==> src/rtl/lcd_sequencer.sv <==
// HD44780 16x2 LCD sequencer: power-up delay, 5-command init, then continuous
// refresh of 32 characters read by address from an external async-read buffer.
module lcd_sequencer #(
  parameter int unsigned PWRUP_CYC = 750000,
  parameter int unsigned SETUP_CYC = 4,
  parameter int unsigned EN_CYC    = 16,
  parameter int unsigned CMD_WAIT  = 2000,
  parameter int unsigned CLR_WAIT  = 82000
) (
  input  logic       LCD_clk,
  input  logic       LCD_rst,
  input  logic       refresh_en,
  input  logic [7:0] char_data,
  output logic [4:0] char_addr,
  output logic       init_done,
  output logic       frame_done,
  output logic [7:0] LCD_DATA,
  output logic       LCD_RS,
  output logic       LCD_RW,
  output logic       LCD_EN,
  output logic       LCD_ON
);

  // Power-up counts up from the reset value; all other phases load N-1 and count down.
  localparam logic [19:0] PwrupLd = 20'(PWRUP_CYC);
  localparam logic [19:0] SetupLd = 20'(SETUP_CYC - 1);
  localparam logic [19:0] EnLd    = 20'(EN_CYC - 1);
  localparam logic [19:0] CmdLd   = 20'(CMD_WAIT - 1);
  localparam logic [19:0] ClrLd   = 20'(CLR_WAIT - 1);

  typedef enum logic [2:0] {StPwrup, StLoad, StSetup, StEnhi, StWait, StIdle} state_e;

  state_e      state_q;
  logic [19:0] cnt_q;
  logic [5:0]  step_q;
  logic [4:0]  char_addr_q;
  logic        init_done_q;
  logic        frame_done_q;
  logic [7:0]  data_q;
  logic        rs_q;
  logic        en_q;
  logic [5:0]  step_nxt;

  function automatic logic is_char(input logic [5:0] s);
    is_char = ((s >= 6'd6) && (s <= 6'd21)) || ((s >= 6'd23) && (s <= 6'd38));
  endfunction

  function automatic logic [4:0] addr_of(input logic [5:0] s);
    addr_of = (s <= 6'd21) ? 5'(s - 6'd6) : 5'(s - 6'd7);
  endfunction

  function automatic logic [7:0] cmd_of(input logic [5:0] s);
    case (s)
      6'd0, 6'd1: cmd_of = 8'h38;
      6'd2:       cmd_of = 8'h0C;
      6'd3:       cmd_of = 8'h01;
      6'd4:       cmd_of = 8'h06;
      6'd22:      cmd_of = 8'hC0;
      default:    cmd_of = 8'h80;
    endcase
  endfunction

  // Step 38 wraps back to the line-1 address command, skipping the init steps.
  assign step_nxt = (step_q == 6'd38) ? 6'd5 : step_q + 6'd1;

  always_ff @(posedge LCD_clk or posedge LCD_rst) begin
    if (LCD_rst) begin
      state_q      <= StPwrup;
      cnt_q        <= '0;
      step_q       <= '0;
      char_addr_q  <= '0;
      init_done_q  <= 1'b0;
      frame_done_q <= 1'b0;
      data_q       <= '0;
      rs_q         <= 1'b0;
      en_q         <= 1'b0;
    end else begin
      frame_done_q <= 1'b0;
      case (state_q)
        StPwrup: begin
          if (cnt_q == PwrupLd) begin
            state_q <= StLoad;
            step_q  <= '0;
            cnt_q   <= '0;
          end else begin
            cnt_q <= cnt_q + 20'd1;
          end
        end
        StLoad: begin
          // char_data has had the whole LOAD cycle to settle on char_addr.
          data_q  <= is_char(step_q) ? char_data : cmd_of(step_q);
          rs_q    <= is_char(step_q);
          en_q    <= 1'b0;
          cnt_q   <= SetupLd;
          state_q <= StSetup;
        end
        StSetup: begin
          if (cnt_q == '0) begin
            en_q    <= 1'b1;
            cnt_q   <= EnLd;
            state_q <= StEnhi;
          end else begin
            cnt_q <= cnt_q - 20'd1;
          end
        end
        StEnhi: begin
          if (cnt_q == '0) begin
            en_q    <= 1'b0;
            cnt_q   <= (step_q == 6'd3) ? ClrLd : CmdLd;
            state_q <= StWait;
          end else begin
            cnt_q <= cnt_q - 20'd1;
          end
        end
        StWait: begin
          if (cnt_q == '0) begin
            step_q       <= step_nxt;
            frame_done_q <= (step_q == 6'd38);
            if (step_nxt == 6'd5) init_done_q <= 1'b1;
            if ((step_nxt >= 6'd5) && !refresh_en) begin
              state_q <= StIdle;
            end else begin
              if (is_char(step_nxt)) char_addr_q <= addr_of(step_nxt);
              state_q <= StLoad;
            end
          end else begin
            cnt_q <= cnt_q - 20'd1;
          end
        end
        StIdle: begin
          if (refresh_en) begin
            if (is_char(step_q)) char_addr_q <= addr_of(step_q);
            state_q <= StLoad;
          end
        end
        default: state_q <= StPwrup;
      endcase
    end
  end

  assign char_addr  = char_addr_q;
  assign init_done  = init_done_q;
  assign frame_done = frame_done_q;
  assign LCD_DATA   = data_q;
  assign LCD_RS     = rs_q;
  assign LCD_EN     = en_q;
  assign LCD_RW     = 1'b0;
  assign LCD_ON     = 1'b1;

endmodule

==> config.mk <==
export PLATFORM = sky130hd
export DESIGN_NAME = lcd_sequencer
export DESIGN_NICKNAME = d
export VERILOG_FILES = /design/src/rtl/lcd_sequencer.sv
export SDC_FILE = /design/constraint.sdc
export NUM_CORES = 1
export LEC_CHECK = 0
export BUFFER_PORTS_ARGS = -buffer_cell sky130_fd_sc_hd__buf_4
export CORE_MARGIN = 2
export CORE_UTILIZATION = 45
export DETAILED_ROUTE_END_ITERATION = 6
export GPL_TIMING_DRIVEN = 0
export SYNTH_ARGS = -nofsm -noshare
export SYNTH_HDL_FRONTEND = slang
export SYNTH_SLANG_ARGS = --single-unit
==> constraint.sdc <==
create_clock -name LCD_clk -period 6.5 [get_ports LCD_clk]
set_input_delay 0.65 -clock LCD_clk [delete_from_list [all_inputs] [get_ports LCD_clk]]
set_output_delay 0.65 -clock LCD_clk [all_outputs]
set_load 0.03 [all_outputs]
==> summary.md, run 1 <==
| Metric | Value |
|---|---|
| Run status | finished clean |
| Antenna-violating nets left | 0 |
| Post-detailed-route wirelength per cell | 17.6 um |
| Largest vdd supply drop | 0.0727 mV |
| Share of the yosys chip area belonging to registers | 30.2% |
| Maxcap violations | 0 |
| Count of pins on the block boundary | 30 |
| Period utilization | 59.5% |
| Worst setup path category | reg2reg |
| Number of antenna violations at the first check in global routing | 0 |
| Static leakage | 1.77 nW |
| Post-CTS setup repair buffer count | 0 |
| Number of standard cells after synthesis | 481 |
| Wire length of the first global-routing pass | 18,100 um |
| Worst setup slack for register-to-register paths | 2.64 ns |
| Type of the tightest min-delay check | in2async |
| Dominant synthesized flop cell | dfrtp_1 |
| Final Routed Wirelength | 11,000 um |
| Portion of total power attributed to sequential cells | 57.6% |
| Multi-input gate area | 2450 um^2 |
| Detailed router's first-iteration violation count | 368 |
| Power density relative to cell area | 117 nW/um^2 |
| Launch point of the worst reg-to-reg path | step_q[0]$_DFFE_PP0P_ |
| Startpoint kind of the worst setup timing path | register |
| H-tree levels | 2 |
| Horizontal die dimension | 96.0 um |
| Final hold viol count | 0 |
| Area enclosed by the die boundary | 9220 um^2 |
| Root buffer cell | clkbuf_8 |
| Final setup fails | 0 |
| Worst rel slew slack | 21.3% |
| Mean instance size in the synthesized netlist | 7.92 um^2 |
| Required @ worst endpoint | 6.70 ns |
| Cell Int Power | 0.378 mW |
| Register area | 1150 um^2 |
| Filler cell count in the final layout | 804 |
| Number of buffers inserted during clock tree synthesis | 5 |
| Post-synth EDFFs | 0 |
| Yosys warning total | 0 |
| Top area cells in the synthesized netlist | dfrtp_1 (30%), nand2_1 (5.4%), a21oi_1 (5.3%), o21ai_0 (4.6%), nor2_1 (4.2%) |
| Number of flip-flops and latches in the synthesized netlist | 46 |
| Share of the synthesized area in the top cell type | 30.2% |
| Minimum period implied by the final worst setup slack | 3.86 ns |
| Fraction of layout cells with a size suffix above 1 | 15.3% |
| Total of buffers placed on input and output ports | 27 |
| Number of buffer and inverter stages on the critical path | 3 |
| R2R Path End | char_addr[1]$_DFFE_PP0P_ |
| Crit Path Max Fanout | 10 |
| Share of total power in the clock network | 39.4% |
| Slowest cell on the critical path | a221oi_1 |
| Pin count of the biggest net entering global routing | 28 |
| CTS tree | done |
| DP HPWL | 8030 um |
| Antenna diode count | 0 |
| Worst Reg-to-Reg Cells | 11 |
| Switching power as a share of total power | 23.9% |
| Data arrival time of the critical path | 4.07 ns |
| FFs w/ async S/R, synth | 100% |
| Final Max Tran Viols | 0 |
| Total number of clock tree sinks | 46 |
| Max Clk Rate | 259 MHz |
| Number of detailed-route iterations in the first pass | 5 |
| Cell chain of the critical path | clkbuf_1, buf_1, inv_1, ha_1, nor2_1, a31oi_2, a221oi_1, nor3b_1, o22ai_1, a31oi_4, mux2_4 |
| Number of unique standard cell types used by synthesis | 71 |
| Clock transition at the register clock pins on the worst setup and hold paths after CTS | 0.10 ns |
| Delay of the slowest critical-path stage | 0.76 ns |
| Number of nets in the finished design | 537 |
| Clock skew after layout | 0.0119 ns |
| Area growth, synth to finish | 11.8% |
| Tightest Pin Transition | 1.18 ns |
| Remaining Overflow, GRT | 0 |
| Post-synth top area cell | dfrtp_1 |
| Number of vias per cell | 6.15 |
| Net Switching | 0.119 mW |
| Total track usage | 25.2% |
| Setup crit end kind | register |
| Worst skew pair latency | 0.32 ns |
| Cell area after synthesis | 3810 um^2 |
| Final routed DRC violation total | 0 |
| Placeable core region | 8220 um^2 |
| Die height | 96.0 um |
| Kind of cell adding the most delay to the critical path | compound AO/OA/AOI/OAI gates |
| Post-route setup TNS | 0 ns |
| Synthesized netlist net count | 502 |
| Routability-driven placement congestion ratio | 0.909 |
| CTS Hold Buffers Added | 0 |
| Part of the total power dissipated in combinational logic | 3.0% |
| Floorplan row count | 33 |
| Effective utilization at floorplan | 46.4% |
| Detailed-route via count | 3,827 |
| Finished Core Util | 51.8% |
| Number of gates resized after cts | 0 |
| Number of buffers between clock root and the deepest sink | 2 |
| Unrepaired setup endpoints after global routing | false |
| Via count of the first global-routing pass | 3,487 |
==> metal layers <==
metal | global-route usage (%) | wire length [um]
met1 | 38.7 | 5570
met2 | 36.3 | 4640
met3 | 4.46 | 660
met4 | 5.95 | 90
met5 | 0 | 0
==> cell type report <==
| type | count | area share, % |
|---|---|---|
| buffer | 35 | 3.94 |
| clock buffer | 6 | 1.94 |
| clock inverter | 2 | 0.294 |
| tap | 105 | 3.08 |
| inverter | 12 | 1.06 |
| multi-input combinational | 388 | 57.4 |
| sequential | 46 | 27.0 |
| timing repair buffer | 28 | 5.23 |
==> sequential cells by signal, indices dropped and copies added, names as in the netlist <==
name,flops
LCD_DATA,8
LCD_EN,1
LCD_RS,1
init_done,1
char_addr,5
state_q,3
cnt_q,20
frame_done,1
step_q,6
==> worst max-delay path by stage <==
stage / startpoint / end / slack (ns) / depth (start not counted)
floorplan: step_q[0]$_DFFE_PP0P_ / char_addr[0]$_DFFE_PP0P_ / 3.59 / 12
global placement: step_q[0]$_DFFE_PP0P_ / char_addr[0]$_DFFE_PP0P_ / 2.70 / 11
detailed placement: step_q[0]$_DFFE_PP0P_ / char_addr[4]$_DFFE_PP0P_ / 2.69 / 11
CTS: step_q[0]$_DFFE_PP0P_ / char_addr[4]$_DFFE_PP0P_ / 2.67 / 11
global route: step_q[0]$_DFFE_PP0P_ / char_addr[0]$_DFFE_PP0P_ / 2.45 / 11
finish: step_q[0]$_DFFE_PP0P_ / char_addr[1]$_DFFE_PP0P_ / 2.64 / 11
==> cells in the final DEF (no fill, tap or decap), drive strengths merged, types with 9 or more instances in the layout <==
cell	n
nand2b	10
buf	42
inv	12
nor2	43
o22ai	9
o31ai	9
ha	10
nand2	56
o21ai	35
a21oi	40
nand3	12
nor3	19
dfrtp	46
clkbuf	27
==> through the flow <==
step / hold WS, ns / std cells / power, mW / worst slack, ns / area, um^2
floorplan: 0.483 / 481 / 0.299 / 3.59 / 3810
global placement: 0.485 / 613 / 0.305 / 2.70 / 4140
detailed placement: 0.457 / 614 / 0.307 / 2.69 / 4160
CTS: 0.371 / 622 / 0.503 / 2.67 / 4260
global route: 0.385 / 622 / 0.513 / 2.45 / 4260
finish: 0.345 / 622 / 0.496 / 2.64 / 4260
==> synthesized netlist by cell type (all sizes together), types with 5 or more instances <==
cell,count
a211oi,6
mux2i,6
a21o,6
a31oi,7
dfrtp,46
xor2,5
nor4,7
buf,14
clkbuf,21
o22ai,9
a21oi,40
a22oi,6
xnor2,8
mux2,7
inv,12
a221oi,6
nor2,43
o21ai,35
nor3,19
or2,8
nand2,56
ha,10
or3,5
and3,5
nand4,6
o31ai,9
nand2b,10
nand3,12
==> power groups by stage <==
stage	combinational, mW	sequential, mW	clock (mW)
floorplan	0.00699	0.292	0
global placement	0.0137	0.292	0
detailed placement	0.0154	0.292	0
CTS	0.0154	0.286	0.201
global route	0.0166	0.286	0.211
finish	0.0147	0.286	0.196
==> cell families after synthesis <==
group,count (synthesis),synth area share [%]
muxes,13,4.14
AOI/OAI and AO/OA,155,27.0
other,2,0.197
buffers and inverters,47,5.58
adders and majority gates,10,3.28
and+or+nand+nor,195,26.6
xor gates and xnor gates,13,2.99
DFF,46,30.2
No activity file was read; power rests on OpenSTA's default activity.
==> run 2, diff against run 1 <==
--- a/config.mk
+++ b/config.mk
@@ -5,6 +5,7 @@
 export SDC_FILE = /design/constraint.sdc
 export NUM_CORES = 1
 export LEC_CHECK = 0
+export ABC_AREA = 1
 export BUFFER_PORTS_ARGS = -buffer_cell sky130_fd_sc_hd__buf_4
 export CORE_MARGIN = 2
 export CORE_UTILIZATION = 45
==> constraint.sdc (replaced) <==
create_clock -name LCD_clk -period 4 [get_ports LCD_clk]
set_input_delay 0.4 -clock LCD_clk [delete_from_list [all_inputs] [get_ports LCD_clk]]
set_output_delay 0.4 -clock LCD_clk [all_outputs]
set_load 0.03 [all_outputs]
==> run 2 against run 1 <==
  * Critical path depth up 6
  * Clock power up 59%
  * Wire length up 2.6%
  * Critical endpoint is now char_addr[3]$_DFFE_PP0P_
  * Critical path type unchanged
  * Register-to-register slack worse by 1.1 ns
  * Synthesized cell count up 23%
  * Maximum frequency up 58%
==> summary.md, run 2 <==
| Metric | Value |
|---|---|
| Run status | finished clean |
| Detailed router's first-iteration violation count | 211 (-43%) |
| Power density relative to cell area | 180 nW/um^2 (+54%) |
| Setup crit end kind | register |
| Routability-driven placement congestion ratio | 0.954 (+5.0%) |
| Cell Int Power | 0.614 mW (+62%) |
| Worst setup slack for register-to-register paths | 1.56 ns (-1.07 ns) |
| Die height | 98.3 um (+2.3%) |
| Placeable core region | 8680 um^2 (+5.6%) |
| H-tree levels | 2 (unchanged) |
| Detailed-route via count | 3,993 (+4.3%) |
| Required @ worst endpoint | 4.20 ns (-2.50 ns) |
| Type of the tightest min-delay check | in2async |
| Total of buffers placed on input and output ports | 27 (unchanged) |
| Dominant synthesized flop cell | dfrtp_1 |
| Number of gates resized after cts | 0 (unchanged) |
| Number of buffers inserted during clock tree synthesis | 5 (unchanged) |
| Final hold viol count | 0 (unchanged) |
| Maxcap violations | 0 (unchanged) |
| Number of buffers between clock root and the deepest sink | 2 (unchanged) |
| Wire length of the first global-routing pass | 19,000 um (+4.8%) |
| Post-synth EDFFs | 0 (unchanged) |
| Pin count of the biggest net entering global routing | 33 (+18%) |
| Number of antenna violations at the first check in global routing | 0 (unchanged) |
| Number of flip-flops under the largest register name | 20 (unchanged) |
| Unrepaired setup endpoints after global routing | false |
| Commonest cells post-synth | nand2_1 (143), nor2_1 (68), inv_1 (54) |
| Post-detailed-route wirelength per cell | 15.3 um (-13%) |
| Final Routed Wirelength | 11,200 um (+2.6%) |
| Horizontal die dimension | 98.3 um (+2.3%) |
| Largest vdd supply drop | 0.103 mV (+41%) |
| CTS Hold Buffers Added | 0 (unchanged) |
| Number of flip-flops and latches in the synthesized netlist | 46 (unchanged) |
| Final Max Tran Viols | 0 (unchanged) |
| Static leakage | 2.15 nW (+21%) |
| Multiplexer area fraction after synthesis | 0.250% (-3.9 points) |
| Fraction of layout cells with a size suffix above 1 | 17.5% (+2.3 points) |
| Root buffer cell | clkbuf_8 |
| Most common library cell in the layout ignoring fill and taps | nand2_1 |
| Number of standard cells after synthesis | 591 (+23%) |
| Dominant combinational cell family by area after synthesis | simple AND/OR/NAND/NOR gates |
| Switching power as a share of total power | 23.3% (-0.59 points) |
| Via count of the first global-routing pass | 3,853 (+10%) |
| Worst setup path category | reg2reg |
| Final routed DRC violation total | 0 (unchanged) |
| Data arrival time of the critical path | 2.64 ns (-1.43 ns) |
| Share of total power in the clock network | 38.9% (-0.5 points) |
| Number of vias per cell | 5.43 (-12%) |
| Mean instance size in the synthesized netlist | 6.76 um^2 (-15%) |
| Count of pins on the block boundary | 30 (unchanged) |
| Effective utilization at floorplan | 46.1% (-0.30 points) |
| Synthesized netlist net count | 612 (+22%) |
| Finished Core Util | 51.3% (-0.55 points) |
| Synthesized-area fraction occupied by xor and xnor cells | 4.38% (+1.4 points) |
| Most frequent cells in the layout | nand2_1 (143), nor2_1 (68), inv_1 (53) |
| Compound-Gate Fraction of Synth Area | 14.1% (-13 points) |
| Tightest Pin Transition | 0.584 ns (-0.595 ns) |
| Remaining Overflow, GRT | 0 (unchanged) |
| Max Clk Rate | 410 MHz (+58%) |
| Clock skew after layout | 0.0137 ns (+0.00176 ns) |
| Area growth, synth to finish | 11.3% |
| Post-route setup TNS | 0 ns (unchanged) |
| Number of detailed-route iterations in the first pass | 5 (unchanged) |
| Net Switching | 0.186 mW (+57%) |
| Total track usage | 24.0% (-1.2 points) |
| Share of the yosys chip area belonging to registers | 28.8% (-1.4 points) |
| Area enclosed by the die boundary | 9650 um^2 (+4.7%) |
| Area share of and/or/nand/nor cells after synthesis | 39.9% (+13 points) |
| Share of the synthesized area in the top cell type | 28.8% (-1.4 points) |
| Final setup fails | 0 (unchanged) |
| Worst skew pair latency | 0.31 ns (about the same) |
| Clock transition at the register clock pins on the worst setup and hold paths after CTS | 0.10 ns (about the same) |
| Register name with the most flops | cnt_q |
| Total number of clock tree sinks | 46 (unchanged) |
| CTS tree | done |
| Post-CTS setup repair buffer count | 0 (unchanged) |
| Startpoint kind of the worst setup timing path | register |
| Crit Path Max Fanout | 10 (unchanged) |
| Number of unique standard cell types used by synthesis | 44 (-38%) |
| Minimum period implied by the final worst setup slack | 2.44 ns (-1.43 ns) |
| Period utilization | 61.0% (+1.5 points) |
| DP HPWL | 8670 um (+8.0%) |
| Yosys warning total | 0 (unchanged) |
| Portion of total power attributed to sequential cells | 58.1% (+0.5 points) |
| Leading cell type by number of instances after synthesis | nand2_1 |
| Cell area after synthesis | 4000 um^2 (+4.9%) |
| Number of nets in the finished design | 647 (+20%) |
| Antenna-violating nets left | 0 (unchanged) |
| FFs w/ async S/R, synth | 100% (unchanged) |
| Worst rel slew slack | 61.1% (+40 points) |
| Floorplan row count | 34 (+3.0%) |
| Post-synthesis adder-cell area fraction | 3.13% (-0.15 points) |
| Part of the total power dissipated in combinational logic | 3.0% (about the same) |
| Antenna diode count | 0 (unchanged) |
| Top area cells in the synthesized netlist | dfrtp_1 (29%), nand2_1 (13%), nor2_1 (6.4%), nand3_1 (6.3%), inv_1 (5.1%) |
| Post-synth top area cell | dfrtp_1 |
## run 2: cell types whose count changed after synthesis, moves of 9 or more
cell | previous run | this run
nand2b_1 | 10 | 0
nand3_1 | 12 | 50
nor2_1 | 43 | 68
nand2_2 | 1 | 11
o31ai_1 | 9 | 0
inv_1 | 12 | 54
clkbuf_1 | 21 | 4
inv_2 | 0 | 17
a21oi_1 | 40 | 23
xor2_1 | 5 | 18
o21ai_1 | 0 | 9
nand2_1 | 55 | 143
## run 2: path summary, 6_finish.rpt
path	startpoint	end	cells after the start
max	step_q[0]$_DFFE_PP0P_	char_addr[3]$_DFFE_PP0P_	17
min	LCD_rst	cnt_q[17]$_DFFE_PP0P_	2
max reg2reg	step_q[0]$_DFFE_PP0P_	char_addr[3]$_DFFE_PP0P_	17
min reg2reg	char_addr[2]$_DFFE_PP0P_	char_addr[2]$_DFFE_PP0P_	2
max in group asynchronous	LCD_rst	step_q[3]$_DFFE_PP0P_	3
min in group LCD_clk	char_data[4]	LCD_DATA[4]$_DFFE_PP0P_	3
## run 2: critical path, stage by stage (launching register included)
cell and delay, ns:
dfrtp_1 0.47, buf_6 0.18, inv_2 0.11, ha_1 0.40, nand2_1 0.14, inv_1 0.12, ha_1 0.20, nand2_1 0.07
nand3_1 0.08, nand2_1 0.05, nand2_1 0.06, nand2_1 0.05, nand2_2 0.06, nand2_2 0.07, nand2_4 0.10, nand2_4 0.07
nand2_1 0.06, nand2_1 0.05
## run 2: cell families (layout without fill, tap and decap cells)
family          count (synthesis)  count (layout)
compound gates                 97              97
fa+ha+maj                      10              10
simple gates                  328             328
other cells                     2               2
flops                          46              46
buf+inv                        87             123
xor+xnor                       20              20
mux                             1               1
## run 2: power groups by stage
| stage | Clock (mW) | Sequential, mW | Combinational (mW) |
|---|---|---|---|
| floorplan | 0 | 0.474 | 0.0114 |
| global placement | 0 | 0.474 | 0.0222 |
| detailed placement | 0 | 0.474 | 0.0254 |
| CTS | 0.324 | 0.465 | 0.0253 |
| global route | 0.344 | 0.465 | 0.0278 |
| finish | 0.311 | 0.465 | 0.0243 |
## run 2: area by class of cell
class	instances	area, um^2
clock buffer	6	82.6
sequential	46	1150
clock inverter	2	12.5
inverter	72	272
fill	874	4230
timing repair buffer	28	223
multi-input combinational	458	2480
buffer	15	96.3
tap	108	135
## run 2: metal layers
metal / vias up / routed length (um) / track usage (%)
met1: 1825 / 4760 / 30.8
met4: 0 / 280 / 6.74
li1: 2015 / - / -
met2: 131 / 5530 / 42.0
met5: - / 0 / 0
met3: 22 / 663 / 3.58
## run 2: per-stage QoR
step / cells / power, mW / hold WS [ns] / instance area, um^2 / setup slack, ns
global placement: 726 / 0.496 / 0.460 / 4340 / 1.61
floorplan: 591 / 0.485 / 0.520 / 4000 / 1.94
finish: 735 / 0.800 / 0.0671 / 4450 / 1.56
detailed placement: 727 / 0.499 / 0.414 / 4360 / 1.59
global route: 735 / 0.836 / 0.0837 / 4450 / 1.35
CTS: 735 / 0.814 / 0.0674 / 4450 / 1.56
